<file path="config.mk">
export PLATFORM = sky130hd
export DESIGN_NAME = pong_game_ctrl
export DESIGN_NICKNAME = d
export VERILOG_FILES = /design/src/rtl/pong_game_ctrl.sv
export SDC_FILE = /design/constraint.sdc
export NUM_CORES = 1
export LEC_CHECK = 0
export CAP_MARGIN = 20
export CELL_PAD_IN_SITES_DETAIL_PLACEMENT = 0
export CELL_PAD_IN_SITES_GLOBAL_PLACEMENT = 1
export CORE_MARGIN = 2
export CORE_UTILIZATION = 43
export DETAILED_ROUTE_END_ITERATION = 10
export PLACE_DENSITY_LB_ADDON = 0.1
export SLEW_MARGIN = 20
export SYNTH_ARGS = -nofsm -noshare
export SYNTH_HDL_FRONTEND = slang
export SYNTH_SLANG_ARGS = --single-unit
</file>
<file path="constraint.sdc">
create_clock -name sys_clock -period 2.65 [get_ports sys_clock]
set_clock_uncertainty 0.05 [all_clocks]
set_input_delay 0.3975 -clock sys_clock [delete_from_list [all_inputs] [get_ports sys_clock]]
set_output_delay 0.3975 -clock sys_clock [all_outputs]
set_load 0.02 [all_outputs]
</file>
<file path="src/rtl/pong_game_ctrl.sv">
// Pong game sequencer: frame-tick divider, serve/play/point FSM and scores.
// Optional PONG_SPEEDUP_EN shortens the step interval as paddle hits pile up.
module pong_game_ctrl #(
   parameter int TICK_DIV    = 100,
   parameter int STEP_TICKS  = 4,
   parameter int SERVE_TICKS = 8,
   parameter int WIN_SCORE   = 7
) (
   input  logic       sys_clock,
   input  logic       reset,
   input  logic       start,
   input  logic       miss_left,
   input  logic       miss_right,
   input  logic       paddle_hit,
   output logic       tick,
   output logic       ball_load,
   output logic       serve_dir,
   output logic       ball_step,
   output logic       reset_game,
   output logic [2:0] sc1,
   output logic [2:0] sc2,
   output logic       game_over,
   output logic       winner,
   output logic [2:0] state
);

   localparam int TW = $clog2(TICK_DIV);

   typedef enum logic [2:0] {
      S_IDLE  = 3'd0,
      S_SERVE = 3'd1,
      S_PLAY  = 3'd2,
      S_POINT = 3'd3,
      S_OVER  = 3'd4
   } state_t;

   state_t        st_q, st_d;
   logic [TW-1:0] tick_cnt;
   logic          start_q, start_rise;
   logic [7:0]    serve_cnt_q, serve_cnt_d;
   logic [2:0]    step_cnt_q, step_cnt_d;
   logic [2:0]    interval;
   logic [2:0]    sc1_d, sc2_d;
   logic          dir_d, win_d, go_d;
   logic          load_d, step_d, rg_d, hit_win;

   assign start_rise = start & ~start_q;
   assign state      = st_q;

   always_ff @(posedge sys_clock or negedge reset) begin
      if (!reset) begin
         tick_cnt <= '0;
         tick     <= 1'b0;
         start_q  <= 1'b0;
      end else begin
         start_q <= start;
         if (tick_cnt == TW'(TICK_DIV - 1)) begin
            tick_cnt <= '0;
            tick     <= 1'b1;
         end else begin
            tick_cnt <= tick_cnt + 1'b1;
            tick     <= 1'b0;
         end
      end
   end

`ifdef PONG_SPEEDUP_EN
   logic [4:0] hits_q;
   logic [2:0] slow;

   assign slow = hits_q[4:2];

   always_ff @(posedge sys_clock or negedge reset) begin
      if (!reset)
         hits_q <= '0;
      else if (st_d == S_SERVE && st_q != S_SERVE)
         hits_q <= '0;
      else if (st_q == S_PLAY && paddle_hit && hits_q != 5'd31)
         hits_q <= hits_q + 5'd1;
   end

   always_comb begin
      interval = 3'd1;
      if (32'(slow) < 32'(STEP_TICKS))
         interval = 3'(STEP_TICKS) - slow;
   end
`else
   logic unused_hit;

   assign unused_hit = paddle_hit;
   assign interval   = 3'(STEP_TICKS);
`endif

   always_comb begin
      st_d        = st_q;
      serve_cnt_d = serve_cnt_q;
      step_cnt_d  = step_cnt_q;
      sc1_d       = sc1;
      sc2_d       = sc2;
      dir_d       = serve_dir;
      win_d       = winner;
      go_d        = game_over;
      load_d      = 1'b0;
      step_d      = 1'b0;
      rg_d        = 1'b0;
      hit_win     = 1'b0;
      unique case (st_q)
         S_IDLE, S_OVER: begin
            if (start_rise) begin
               st_d        = S_SERVE;
               sc1_d       = '0;
               sc2_d       = '0;
               dir_d       = 1'b0;
               win_d       = 1'b0;
               go_d        = 1'b0;
               rg_d        = 1'b1;
               load_d      = 1'b1;
               serve_cnt_d = '0;
            end
         end
         S_SERVE: begin
            if (tick) begin
               if (serve_cnt_q == 8'(SERVE_TICKS - 1)) begin
                  st_d        = S_PLAY;
                  serve_cnt_d = '0;
                  step_cnt_d  = '0;
               end else begin
                  serve_cnt_d = serve_cnt_q + 8'd1;
               end
            end
         end
         S_PLAY: begin
            if (miss_left) begin
               st_d  = S_POINT;
               dir_d = 1'b0;
            end else if (miss_right) begin
               st_d  = S_POINT;
               dir_d = 1'b1;
            end else if (tick) begin
               if ({1'b0, step_cnt_q} + 4'd1 >= {1'b0, interval}) begin
                  step_d     = 1'b1;
                  step_cnt_d = '0;
               end else begin
                  step_cnt_d = step_cnt_q + 3'd1;
               end
            end
         end
         S_POINT: begin
            // serve_dir already points at the loser: 0 means P2 scored
            if (!serve_dir) begin
               sc2_d   = (sc2 == 3'd7) ? sc2 : sc2 + 3'd1;
               hit_win = (sc2_d == 3'(WIN_SCORE));
            end else begin
               sc1_d   = (sc1 == 3'd7) ? sc1 : sc1 + 3'd1;
               hit_win = (sc1_d == 3'(WIN_SCORE));
            end
            if (hit_win) begin
               st_d  = S_OVER;
               go_d  = 1'b1;
               win_d = ~serve_dir;
            end else begin
               st_d        = S_SERVE;
               load_d      = 1'b1;
               serve_cnt_d = '0;
            end
         end
         default: st_d = S_IDLE;
      endcase
   end

   always_ff @(posedge sys_clock or negedge reset) begin
      if (!reset) begin
         st_q        <= S_IDLE;
         serve_cnt_q <= '0;
         step_cnt_q  <= '0;
         sc1         <= '0;
         sc2         <= '0;
         serve_dir   <= 1'b0;
         winner      <= 1'b0;
         game_over   <= 1'b0;
         ball_load   <= 1'b0;
         ball_step   <= 1'b0;
         reset_game  <= 1'b0;
      end else begin
         st_q        <= st_d;
         serve_cnt_q <= serve_cnt_d;
         step_cnt_q  <= step_cnt_d;
         sc1         <= sc1_d;
         sc2         <= sc2_d;
         serve_dir   <= dir_d;
         winner      <= win_d;
         game_over   <= go_d;
         ball_load   <= load_d;
         ball_step   <= step_d;
         reset_game  <= rg_d;
      end
   end

endmodule

</file>
* Yosys cells after proc, flatten, opt, wreduce, memory -nomap -nowiden *
Index checks and enable logic that the tools add are counted.

word-level totals
  register bits = 35
  input port bits = 6

cells by class
  add/sub/neg operators = 6
  magnitude comparators = 1
  equal/unequal tests = 21
  multiplexer cells = 47
  bitwise gates (word level) = 3
  reduce and logical (&&, ||, !) cells = 13

operator list
  cell                   count
  $mux W3                17
  $mux W8                4
  $pmux W8 S3            1
  $ne A2 B2 Y1 const B   10
  $pmux W3 S2            3
  $mux W1                16
  $eq A3 B3 Y1 const B   5
  $pmux W3 S4            1
  $reduce_and A3 Y1      4
  $add A3 B1 Y3 const B  3
  $add A8 B1 Y8 const B  1
  $eq A8 B3 Y1 const B   1
  $pmux W1 S2            4
  $reduce_and A4 Y1      2
  $add A7 B1 Y7 const B  1
  $eq A7 B7 Y1 const B   1
  $mux W7                1
  $eq A3 B2 Y1 const B   2
  $reduce_and A6 Y1      1
  $reduce_bool A2 Y1     3
  $add A3 B1 Y4 const B  1
  $ge A4 B3 Y1 const B   1
  $eq A3 B1 Y1 const B   1
  $logic_not A3 Y1       1
  other kinds (5)        6

* Longest topological paths before layout *
Gate-level depths: netlist (run 1).

  word-level depth = 7
  gate-level depth with buffers = 7
  mapped depth without buffers = 5

* Worst setup path before layout (run 1) *
No wires, ideal clock.

  path type = flip-flop to flip-flop
  start point = reg sc2[0]
  end point = reg st_q[0] (netlist: state[0])
  data arrival time = 2011 ps
  setup slack = 463 ps
  stages on the path, launching flop included = 6
  path buffers = 0
  cells stage by stage = dfrtp_1 -> ha_1 -> nor4bb_1 -> nor4_4 -> or2_2 -> a311o_1

on the way
  longest elaborated chain between the ends = 7
  elaborated cells on any way between the ends = 8

ends and longest elaborated chain
  item                                                  RTL line  source
  start, declared                                       21        output logic [2:0] sc2,
  start signal, assigned                                177       sc2 <= '0;
  start signal, assigned                                189       sc2 <= sc2_d;
  $add A3 B1 Y3 / $eq A3 B3 Y1 (equally long branches)  151       sc2_d = (sc2 == 3'd7) ? sc2 : sc2 + 3'd1;
  $mux W3 (*)                                           151
  $eq A3 B3 Y1 (*)                                      152       hit_win = (sc2_d == 3'(WIN_SCORE));
  $mux W1 (*)                                           150       if (!serve_dir) begin
  $mux W1 (*)                                           107       unique case (st_q)
  $mux W3 (*)                                           157       if (hit_win) begin
  $pmux W3 S4 (*)                                       107
  end signal, assigned                                  185       st_q <= st_d;
  end, declared                                         37        state_t st_q, st_d;

Mark *: on every way between the ends. The rest lies on a longest branch, timed or not. The select of a mux whose other input is x is not followed.
A chain may end at the register's enable or synchronous reset.

* Worst setup path in the final report (run 1) *
  start point = reg sc2[0]
  end point = reg serve_cnt_q[0]

on the way
  longest elaborated chain between the ends = 7
  elaborated cells on any way between the ends = 8

ends and longest elaborated chain
  item                                                  RTL line  source
  $add A3 B1 Y3 / $eq A3 B3 Y1 (equally long branches)  151
  $mux W3 (*)                                           151
  $eq A3 B3 Y1 (*)                                      152
  $mux W1 (*)                                           150
  $mux W1 (*)                                           107
  $ne A2 B2 Y1 (no source line) (*)                     -
  $reduce_and A4 Y1 (no source line) (*)                -
  end signal, assigned                                  186       serve_cnt_q <= serve_cnt_d;
  end, declared                                         40        logic [7:0] serve_cnt_q, serve_cnt_d;

Marks and branches as above.

==> qor.csv, run 1 <==
stage,metric,value,unit
worst_setup_path,cpMaxStageDelayCell,sky130_fd_sc_hd__nor4bb_1,
placed_design,gp_congestion,0.8037,
worst_hold_path,hold_path_startpoint,tick_cnt[0],
detailed_routing,wirelength,3754,microns
yosys,syn-instance-count,176,
yosys,postSynthAreaPerCell,10.61,sq um
worst_setup_path,reg2reg_from,sc2[0],
floorplan,boundaryPins,22,
worst_setup_path,crit_path_cell_trace,ha_1 -> nor4bb_1 -> nor4_4 -> o31ai_2 -> mux2_2,
detailed_routing,vias_cell,5.771,
sta,grt_setup_unrepaired,false,
placed_design,post-dp-hpwl,2668,microns
grt,grt_antenna_before_repair,0,
power_and_ir_drop,ir_drop_worst_case_vdd,0.0003373,V
sta,worst_slew_margin_rel,0.5857,
detailed_routing,avgRoutedWirePerCell,15.08,microns
sta,maxSlewViolCount,0,
detailed_routing,dr_total_vias,1437,
placed_design,port_buffers,20,
yosys,post_synthesis_instance_area,0.001868,sq mm
grt,global_route_congestion_overflow_total,0,
floorplan,die_width,69.91,microns
flow_run,maxCapViolCount,0,
worst_setup_path,cp-startpoint,sc2[0],
detailed_routing,route.detailed.drc,0,
grt,grt_start_max_net_pins,36,
worst_setup_path,critPathKind,register to register,
yosys,synth_enable_flop_cells,0,
worst_setup_path,worst_case_reg_to_reg_path_depth,5,
sta,timing_hold_violations_final,0,
layout,finalNetCount,209,
clock_tree,cts_tree,built,
clock_tree,clock_insertion_delay_worst_skew,290,ps
sta,tightest_slew,613.1,ps
floorplan,std_cell_rows,23,
yosys,synth_ff_type,sky130_fd_sc_hd__dfrtp_1,
worst_setup_path,worst-endpoint-required,2820,ps
worst_setup_path,crit_path_max_incr_delay,570,ps
clock_tree,htreeDepth,2,
power_and_ir_drop,power.density,843.3,mW/mm^2
grt,grt_pass1_vias,1365,
worst_setup_path,timing.critical_path.to_type,register,
yosys,synthesis.nets,187,
yosys,synth.ff_latch_count,35,
worst_hold_path,hp-class,register to register,
layout,fin_util,0.5337,
worst_setup_path,r2r_setup_slack,250,ps
floorplan,die_area,0.004887,sq mm
worst_setup_path,rr_endpoint,serve_cnt_q[0],
detailed_routing,initialDrtViolationCount,65,
layout,post_route_cells_drive_above_1_share,0.08040,
clock_tree,postCtsSetupBuffers,0,
placed_design,placedCellCount,241,
worst_setup_path,timing.critical_path.fanout_max,7,
yosys,yosysUniqueCellTypes,55,
status,outcome,completed,
detailed_routing,postRouteAntennaNets,0,
yosys,synth_sequential_area_ratio,0.4689,
worst_setup_path,cp-endpoint,serve_cnt_q[0],
grt,grt_usage,0.1669,
placed_design,dp_slack,338.5,ps
floorplan,initial_util,0.4571,
power_and_ir_drop,cellLeakagePower,0.0009391,uW
layout,stdcell_count,249,
sta,hold_slack,444.8,ps
worst_setup_path,cp.arrival,2570,ps
sta,final.setup.worst_slack,248.0,ps
yosys,synth-async-reset-ratio,1.000,
clock_tree,cts-hold-fix-buffers,0,
sta,setup_total_negative_slack,0,ps
clock_tree,post_cts_resize_count,0,
floorplan,core,0.004086,sq mm
layout,area.growth.synth_to_final,16.74,%
sta,final.period_utilization,0.9064,
clock_tree,clkSlewWorstSetupHoldPaths,70,ps
clock_tree,clock-root-buffer,sky130_fd_sc_hd__clkbuf_8,
floorplan,floorplan.die.height,69.91,microns
clock_tree,clockBufferDepth,2,
worst_setup_path,setup.worst_path.start_class,register,
clock_tree,cts.sinks,35,
grt,grt_first_pass_wirelength,6513,microns
sta,setup_violating_endpoint_count_in_the_final_report,0,
sta,fmaxAchievable,416.3,MHz
detailed_routing,drtPass1Iterations,4,
sta,final.min_clock_period,2402,ps
clock_tree,cts-buffers-inserted,5,
layout,antenna-diode-count,0,
yosys,ys_warnings,0,
[per-layer routing]
metal  up-vias  GRT usage  part of all wire
li1        702          -                 -
met1       701     0.2229              0.50
met2        28     0.2614              0.46
met3         6    0.03896             0.032
met4         0    0.06838             0.012
met5         -          0                 0
[cell usage after synthesis, drive strengths merged, types with 2 or more instances]
cell,number,share of area
nor4,4,0.029
a221o,2,0.011
nor2b,4,0.013
dfrtp,35,0.47
xnor2,4,0.019
o211ai,2,0.0080
mux2i,3,0.016
and2,3,0.010
inv,5,0.010
o31ai,3,0.015
nor3,6,0.019
nand2,9,0.018
clkbuf,3,0.0060
o21ai,6,0.022
nand3b,2,0.0080
a32o,2,0.011
a22o,2,0.0094
nand3,12,0.032
or3b,2,0.0094
a21oi,7,0.019
and3,2,0.0067
ha,5,0.033
nor3b,3,0.012
buf,3,0.015
nor2,14,0.028
or4,3,0.012
mux2,3,0.018
and4,2,0.0094
a21o,4,0.016
nor4bb,4,0.021
[cell usage in the layout, fill, tap and decap left out, drive strengths merged, types with 5 or more instances in the layout]
master	count
ha	5
nor3	6
clkdlybuf4s50	20
inv	5
a21oi	7
nand3	12
dfrtp	35
nor2	14
nand2	9
o21ai	6
clkbuf	7
[flip-flops by register name (all words and copies together), names as in the netlist]
name / cells
tick_cnt: 7
reset_game: 1
state: 3
serve_dir: 1
ball_step: 1
tick: 1
step_cnt_q: 3
sc1: 3
game_over: 1
start_q: 1
sc2: 3
winner: 1
ball_load: 1
serve_cnt_q: 8
[final cells by class]
type	count	area, sq um
inverter	5	18.77
timing repair buffer	21	207.7
clock buffer	7	76.32
fill	364	1906
multi-input combinational	130	934.6
tap	50	62.56
sequential	35	875.8
clock inverter	1	5.005
[worst max-delay path: cells and delay by family (launching register included)]
kind,cells,cell delay [ps]
compound gates,1,540
fa+ha+maj,1,340
flops,1,450
mux,1,250
simple gates,2,700
[logic make-up after synthesis]
| family | after synthesis | synth area share |
|---|---|---|
| flops | 35 | 0.4689 |
| compound gates | 38 | 0.1541 |
| buf+inv | 11 | 0.03081 |
| simple gates | 76 | 0.2552 |
| fa+ha+maj | 5 | 0.03349 |
| xor+xnor | 5 | 0.02344 |
| mux | 6 | 0.03416 |
[power breakdown]
part | leakage, uW | total, uW | switching (uW) | internal, uW
sequential | 0.000459 | 740 | 127 | 613
clock | 0.0000422 | 371 | 187 | 184
combinational | 0.000438 | 728 | 382 | 346
[worst min-delay path by stage]
stage | endpoint | slack, ps | cells past startpoint
final | tick_cnt[0] | 440 | 1
after global routing | step_cnt_q[2] | 480 | 1
after CTS | tick_cnt[0] | 450 | 1
after detailed placement | tick_cnt[0] | 440 | 1
after global placement | tick_cnt[0] | 420 | 1
after floorplan | ball_load | 50 | 0
[stage by stage]
step	cell area (sq um)	total power [uW]
5_1_grt	2181	1965
2_1_floorplan	1868	1234
3_5_place_dp	2100	1479
6_report	2181	1839
3_3_place_gp	2100	1456
4_1_cts	2181	1857
Note: power is estimated with default switching activity, not from simulation.
==> run 2: changes to the inputs <==
--- a/config.mk
+++ b/config.mk
@@ -9,8 +9,10 @@
 export CELL_PAD_IN_SITES_DETAIL_PLACEMENT = 0
 export CELL_PAD_IN_SITES_GLOBAL_PLACEMENT = 1
 export CORE_MARGIN = 2
-export CORE_UTILIZATION = 43
+export CORE_UTILIZATION = 47
 export DETAILED_ROUTE_END_ITERATION = 10
+export GPL_ROUTABILITY_DRIVEN = 1
+export HOLD_SLACK_MARGIN = 0.08
 export PLACE_DENSITY_LB_ADDON = 0.1
 export SLEW_MARGIN = 20
 export SYNTH_ARGS = -nofsm -noshare
==> constraint.sdc (replaced) <==
create_clock -name sys_clock -period 2.9 [get_ports sys_clock]
set_clock_uncertainty 0.05 [all_clocks]
set_input_delay 0.435 -clock sys_clock [delete_from_list [all_inputs] [get_ports sys_clock]]
set_output_delay 0.435 -clock sys_clock [all_outputs]
set_load 0.02 [all_outputs]
==> qor.csv, run 2 (synthesis results as in run 1) <==
stage,metric,value,unit
power_and_ir_drop,p_switching,636.9,uW
grt,global_route_congestion_overflow_total,0,
clock_tree,htreeDepth,2,
worst_setup_path,timing.critical_path.fanout_max,7,
clock_tree,clock-root-buffer,sky130_fd_sc_hd__clkbuf_8,
worst_hold_path,hp-class,register to register,
worst_setup_path,cpMaxStageDelayCell,sky130_fd_sc_hd__nor4bb_1,
clock_tree,cts-hold-fix-buffers,0,
grt,grt_first_pass_wirelength,6568,microns
floorplan,floorplan.die.height,67.05,microns
sta,tightest_slew,646.7,ps
power_and_ir_drop,power.internal,1154,uW
detailed_routing,wirelength,3622,microns
sta,fmaxAchievable,424.0,MHz
status,outcome,completed,
placed_design,postPlaceCellArea,0.002097,sq mm
sta,timing_hold_violations_final,0,
worst_setup_path,worst-endpoint-required,3070,ps
floorplan,die_width,67.05,microns
sta,final.min_clock_period,2358,ps
power_and_ir_drop,cellLeakagePower,0.0009580,uW
placed_design,port_buffers,20,
layout,post_route_cells_drive_above_1_share,0.09045,
layout,largest_reg_flops,8,
detailed_routing,initialDrtViolationCount,88,
worst_setup_path,timing.critical_path.to_type,register,
clock_tree,cts.sinks,35,
layout,area.growth.synth_to_final,18.55,%
sta,final.period_utilization,0.8132,
flow_run,maxCapViolCount,0,
floorplan,die_area,0.004495,sq mm
placed_design,post-dp-hpwl,2597,microns
worst_setup_path,crit_path_max_incr_delay,600,ps
detailed_routing,avgRoutedWirePerCell,14.66,microns
worst_setup_path,cp.arrival,2530,ps
detailed_routing,dr_total_vias,1413,
layout,final_common_cell,sky130_fd_sc_hd__dfrtp_1,
worst_setup_path,crit_path_cell_trace,ha_1 -> nor4bb_1 -> nor4_4 -> o31ai_2 -> mux2_2,
detailed_routing,route.detailed.drc,0,
layout,layout.cell_area.non_filler,0.002215,sq mm
sta,grt_setup_unrepaired,false,
clock_tree,clkSlewWorstSetupHoldPaths,80,ps
sta,setup_total_negative_slack,0,ps
power_and_ir_drop,report.power.total,1791,uW
clock_tree,postCtsSetupBuffers,0,
floorplan,boundaryPins,22,
detailed_routing,postRouteAntennaNets,0,
clock_tree,clock_insertion_delay_worst_skew,290,ps
power_and_ir_drop,switching_share,0.3557,
clock_tree,cts_tree,built,
power_and_ir_drop,power.density,808.6,mW/mm^2
power_and_ir_drop,p_comb_frac,0.369,
sta,maxSlewViolCount,0,
floorplan,core,0.003744,sq mm
grt,grt_pass1_vias,1431,
layout,register_with_the_highest_flop_count,serve_cnt_q,
grt,grt_usage,0.1958,
floorplan,initial_util,0.4990,
power_and_ir_drop,ir_drop_worst_case_vdd,0.0003421,V
placed_design,gp_congestion,0.8539,
worst_setup_path,critPathKind,register to register,
power_and_ir_drop,clockPowerShare,0.254,
layout,layout_common_cells,"sky130_fd_sc_hd__dfrtp_1 (35), sky130_fd_sc_hd__clkdlybuf4s50_1 (20), sky130_fd_sc_hd__nor2_1 (14)",
sta,worst_slew_margin_rel,0.5630,
worst_setup_path,setup.worst_path.start_class,register,
clock_tree,post_cts_resize_count,0,
power_and_ir_drop,seq_power_share,0.377,
detailed_routing,vias_cell,5.721,
layout,finalNetCount,209,
worst_setup_path,cp_num_buf_inv,0,
detailed_routing,drtPass1Iterations,4,
clock_tree,cts-buffers-inserted,5,
grt,grt_start_max_net_pins,36,
sta,setup_violating_endpoint_count_in_the_final_report,0,
grt,grt_antenna_before_repair,0,
layout,antenna-diode-count,0,
clock_tree,clockBufferDepth,2,
floorplan,std_cell_rows,22,
layout,largestRegisters,"serve_cnt_q (8), tick_cnt (7)",
worst_setup_path,worst_path_dominant_cell_family,simple AND/OR/NAND/NOR gates,
sta,hold_slack,442.0,ps
[run 2: final cells by class]
| cell class | instances | area (sq um) |
|---|---|---|
| clock inverter | 2 | 35.03 |
| tap | 48 | 60.06 |
| inverter | 5 | 18.77 |
| clock buffer | 6 | 82.58 |
| fill | 336 | 1529 |
| multi-input combinational | 130 | 934.6 |
| sequential | 35 | 875.8 |
| timing repair buffer | 21 | 207.7 |
[run 2: path summary, 6_finish.rpt]
kind	endpoint	slack [ps]	from	cells after the start
max	serve_cnt_q[0]	540	sc2[0]	5
min	tick_cnt[0]	440	tick_cnt[0]	1
max reg2reg	serve_cnt_q[0]	540	sc2[0]	5
min reg2reg	tick_cnt[0]	440	tick_cnt[0]	1
max in group asynchronous	serve_cnt_q[5]	1980	reset	2
min in group asynchronous	sc2[0]	510	reset	2
[run 2: through the flow]
| stage | instances | setup slack (ps) | util |
|---|---|---|---|
| finish | 247 | 541.8 | 0.5916 |
| global route | 247 | 351.2 | 0.5916 |
| CTS | 247 | 528.1 | 0.5916 |
| detailed placement | 239 | 553.3 | 0.5602 |
| global placement | 239 | 634.7 | 0.5602 |
| floorplan | 176 | 712.6 | - |
[run 2: power groups by stage]
stage / logic, uW / clock network [uW] / registers, uW
2_1_floorplan: 409 / 0 / 719
3_5_place_dp: 665 / 0 / 688
3_3_place_gp: 652 / 0 / 678
5_1_grt: 724 / 497 / 695
4_1_cts: 670 / 467 / 677
6_report: 661 / 455 / 675
[run 2: routing by layer]
layer  share of wire  track usage  wire length (microns)  vias to the layer above
li1                -            -                      -                      702
met1            0.44       0.2406                   1601                      678
met2            0.50       0.3304                   1812                       28
met3           0.047      0.05912                    169                        5
met4           0.010      0.05357                     38                        0
met5               0            0                      0                        -
==> run 3: changes to the inputs <==
--- a/config.mk
+++ b/config.mk
@@ -9,7 +9,7 @@
 export CELL_PAD_IN_SITES_DETAIL_PLACEMENT = 0
 export CELL_PAD_IN_SITES_GLOBAL_PLACEMENT = 1
 export CORE_MARGIN = 2
-export CORE_UTILIZATION = 47
+export CORE_UTILIZATION = 43
 export DETAILED_ROUTE_END_ITERATION = 10
 export GPL_ROUTABILITY_DRIVEN = 1
 export HOLD_SLACK_MARGIN = 0.08
==> constraint.sdc (replaced) <==
create_clock -name sys_clock -period 2.4 [get_ports sys_clock]
set_clock_uncertainty 0.05 [all_clocks]
set_input_delay 0.36 -clock sys_clock [delete_from_list [all_inputs] [get_ports sys_clock]]
set_output_delay 0.36 -clock sys_clock [all_outputs]
set_load 0.02 [all_outputs]
==> qor.csv, run 3 (synthesis results as in run 1) <==
stage,metric,value,unit
status,outcome,completed,
grt,gr-usage-met2,0.2762,
worst_setup_path,timing.critical_path.fanout_max,7,
sta,hold_slack,430.8,ps
clock_tree,cts_tree,built,
grt,met3_usage,0.05195,
power_and_ir_drop,ir_drop_worst_case_vdd,0.0003641,V
worst_setup_path,cpMaxStageDelayCell,sky130_fd_sc_hd__nor4bb_1,
clock_tree,clock-root-buffer,sky130_fd_sc_hd__clkbuf_8,
sta,final.period_utilization,0.9383,
layout,largest_reg_flops,8,
flow_run,maxCapViolCount,0,
clock_tree,clockBufferDepth,2,
worst_setup_path,worst_case_reg_to_reg_path_depth,5,
worst_setup_path,timing.critical_path.to_type,register,
power_and_ir_drop,power.density,975.3,mW/mm^2
sta,setup_violating_endpoint_count_in_the_final_report,0,
worst_hold_path,hp-class,input pin to async pin,
worst_setup_path,cp-endpoint,state[0],
power_and_ir_drop,cellLeakagePower,0.0009748,uW
clock_tree,htreeDepth,2,
placed_design,post-dp-hpwl,2756,microns
layout,final_common_cell,sky130_fd_sc_hd__dfrtp_1,
layout,layout.cell_area.non_filler,0.002248,sq mm
placed_design,port_buffers,20,
grt,grt_antenna_before_repair,0,
sta,timing_hold_violations_final,0,
layout,post_route_cells_drive_above_1_share,0.1133,
detailed_routing,initialDrtViolationCount,89,
grt,gr-max-usage-layer,met2,
sta,worst_slew_margin_rel,0.6176,
worst_setup_path,critPathKind,register to register,
detailed_routing,vias_cell,5.854,
layout,layout_common_cells,"sky130_fd_sc_hd__dfrtp_1 (35), sky130_fd_sc_hd__clkdlybuf4s50_1 (20), sky130_fd_sc_hd__nor2_1 (14)",
floorplan,die_area,0.004887,sq mm
detailed_routing,avgRoutedWirePerCell,15.27,microns
floorplan,die_width,69.91,microns
grt,grt_start_max_net_pins,36,
sta,tightest_slew,565.9,ps
floorplan,boundaryPins,22,
layout,antenna-diode-count,0,
floorplan,std_cell_rows,23,
detailed_routing,wirelength,3864,microns
sta,setup_total_negative_slack,0,ps
worst_setup_path,worst-endpoint-required,2530,ps
layout,largestRegisters,"serve_cnt_q (8), tick_cnt (7)",
grt,grt_pass1_vias,1415,
worst_setup_path,cp.arrival,2380,ps
floorplan,initial_util,0.4571,
grt,grt_usage,0.1733,
worst_setup_path,reg2reg_from,sc2[0],
floorplan,core,0.004086,sq mm
worst_setup_path,setup.worst_path.start_class,register,
placed_design,postPlaceCellArea,0.002130,sq mm
placed_design,gp_congestion,0.8083,
layout,finalNetCount,213,
sta,maxSlewViolCount,0,
grt,global_route_congestion_overflow_total,0,
worst_setup_path,r2r_setup_slack,150,ps
sta,fmaxAchievable,444.1,MHz
detailed_routing,postRouteAntennaNets,0,
grt,grt_first_pass_wirelength,6762,microns
clock_tree,clkSlewWorstSetupHoldPaths,80,ps
sta,grt_setup_unrepaired,false,
clock_tree,clock_insertion_delay_worst_skew,300,ps
grt,met1_usage,0.2248,
layout,register_with_the_highest_flop_count,serve_cnt_q,
worst_setup_path,crit_path_cell_trace,ha_1 -> nor4bb_1 -> nor4_4 -> or2_2 -> a311o_1,
detailed_routing,dr_total_vias,1481,
clock_tree,cts-buffers-inserted,5,
layout,area.growth.synth_to_final,20.36,%
detailed_routing,drtPass1Iterations,4,
floorplan,floorplan.die.height,69.91,microns
worst_setup_path,cp-startpoint,sc2[0],
worst_setup_path,rr_endpoint,state[0],
worst_setup_path,crit_path_max_incr_delay,540,ps
sta,final.min_clock_period,2252,ps
clock_tree,cts.sinks,35,
detailed_routing,route.detailed.drc,0,
[run 3: critical path: cells and delay by family (launching register included)]
family | cells | cell delay [ps]
AOI/OAI and AO/OA | 1 | 300
adders and majority gates | 1 | 350
DFF | 1 | 460
and+or+nand+nor | 3 | 970
[run 3: per-layer routing]
layer | share of wire | routed length [microns]
met5 | 0 | 0
met4 | 0.014 | 56
met3 | 0.050 | 193
met2 | 0.47 | 1824
met1 | 0.46 | 1790
[run 3: cell type report]
type	count	area, sq um
clock inverter	3	43.79
tap	50	62.56
timing repair buffer	25	237.7
inverter	5	18.77
clock buffer	5	68.82
fill	370	1838
multi-input combinational	130	940.9
sequential	35	875.8
[run 3: worst min-delay path by stage]
stage,cells past startpoint,to,from
after CTS,2,serve_cnt_q[1],reset
after global placement,1,tick_cnt[0],tick_cnt[0]
after floorplan,0,ball_load,reset
final,2,ball_load,reset
after detailed placement,1,tick_cnt[0],tick_cnt[0]
after global routing,2,serve_cnt_q[1],reset
[run 3: where the power goes]
| group | switching, uW | total, uW | internal, uW |
|---|---|---|---|
| Sequential | 132 | 808 | 676 |
| Combinational | 438 | 848 | 410 |
| Clock | 228 | 537 | 309 |
| Total | 798 | 2190 | 1400 |
[run 3: what timing repair did]
| action | CTS | global route |
|---|---|---|
| setup endpoints to repair | 0 | 2 |
| buffers inserted | 0 | 0 |
| resized for setup | 0 | 1 |
| hold buffers | 0 | 0 |
[run 3: stage by stage]
stage,utilization,setup slack [ps],total power (uW),instances
2_1_floorplan,-,212.6,1363,176
3_3_place_gp,0.5211,210.2,1638,245
3_5_place_dp,0.5211,145.6,1669,245
4_1_cts,0.5487,132.7,2215,253
5_1_grt,0.5502,16.48,2341,253
6_report,0.5502,148.1,2193,253
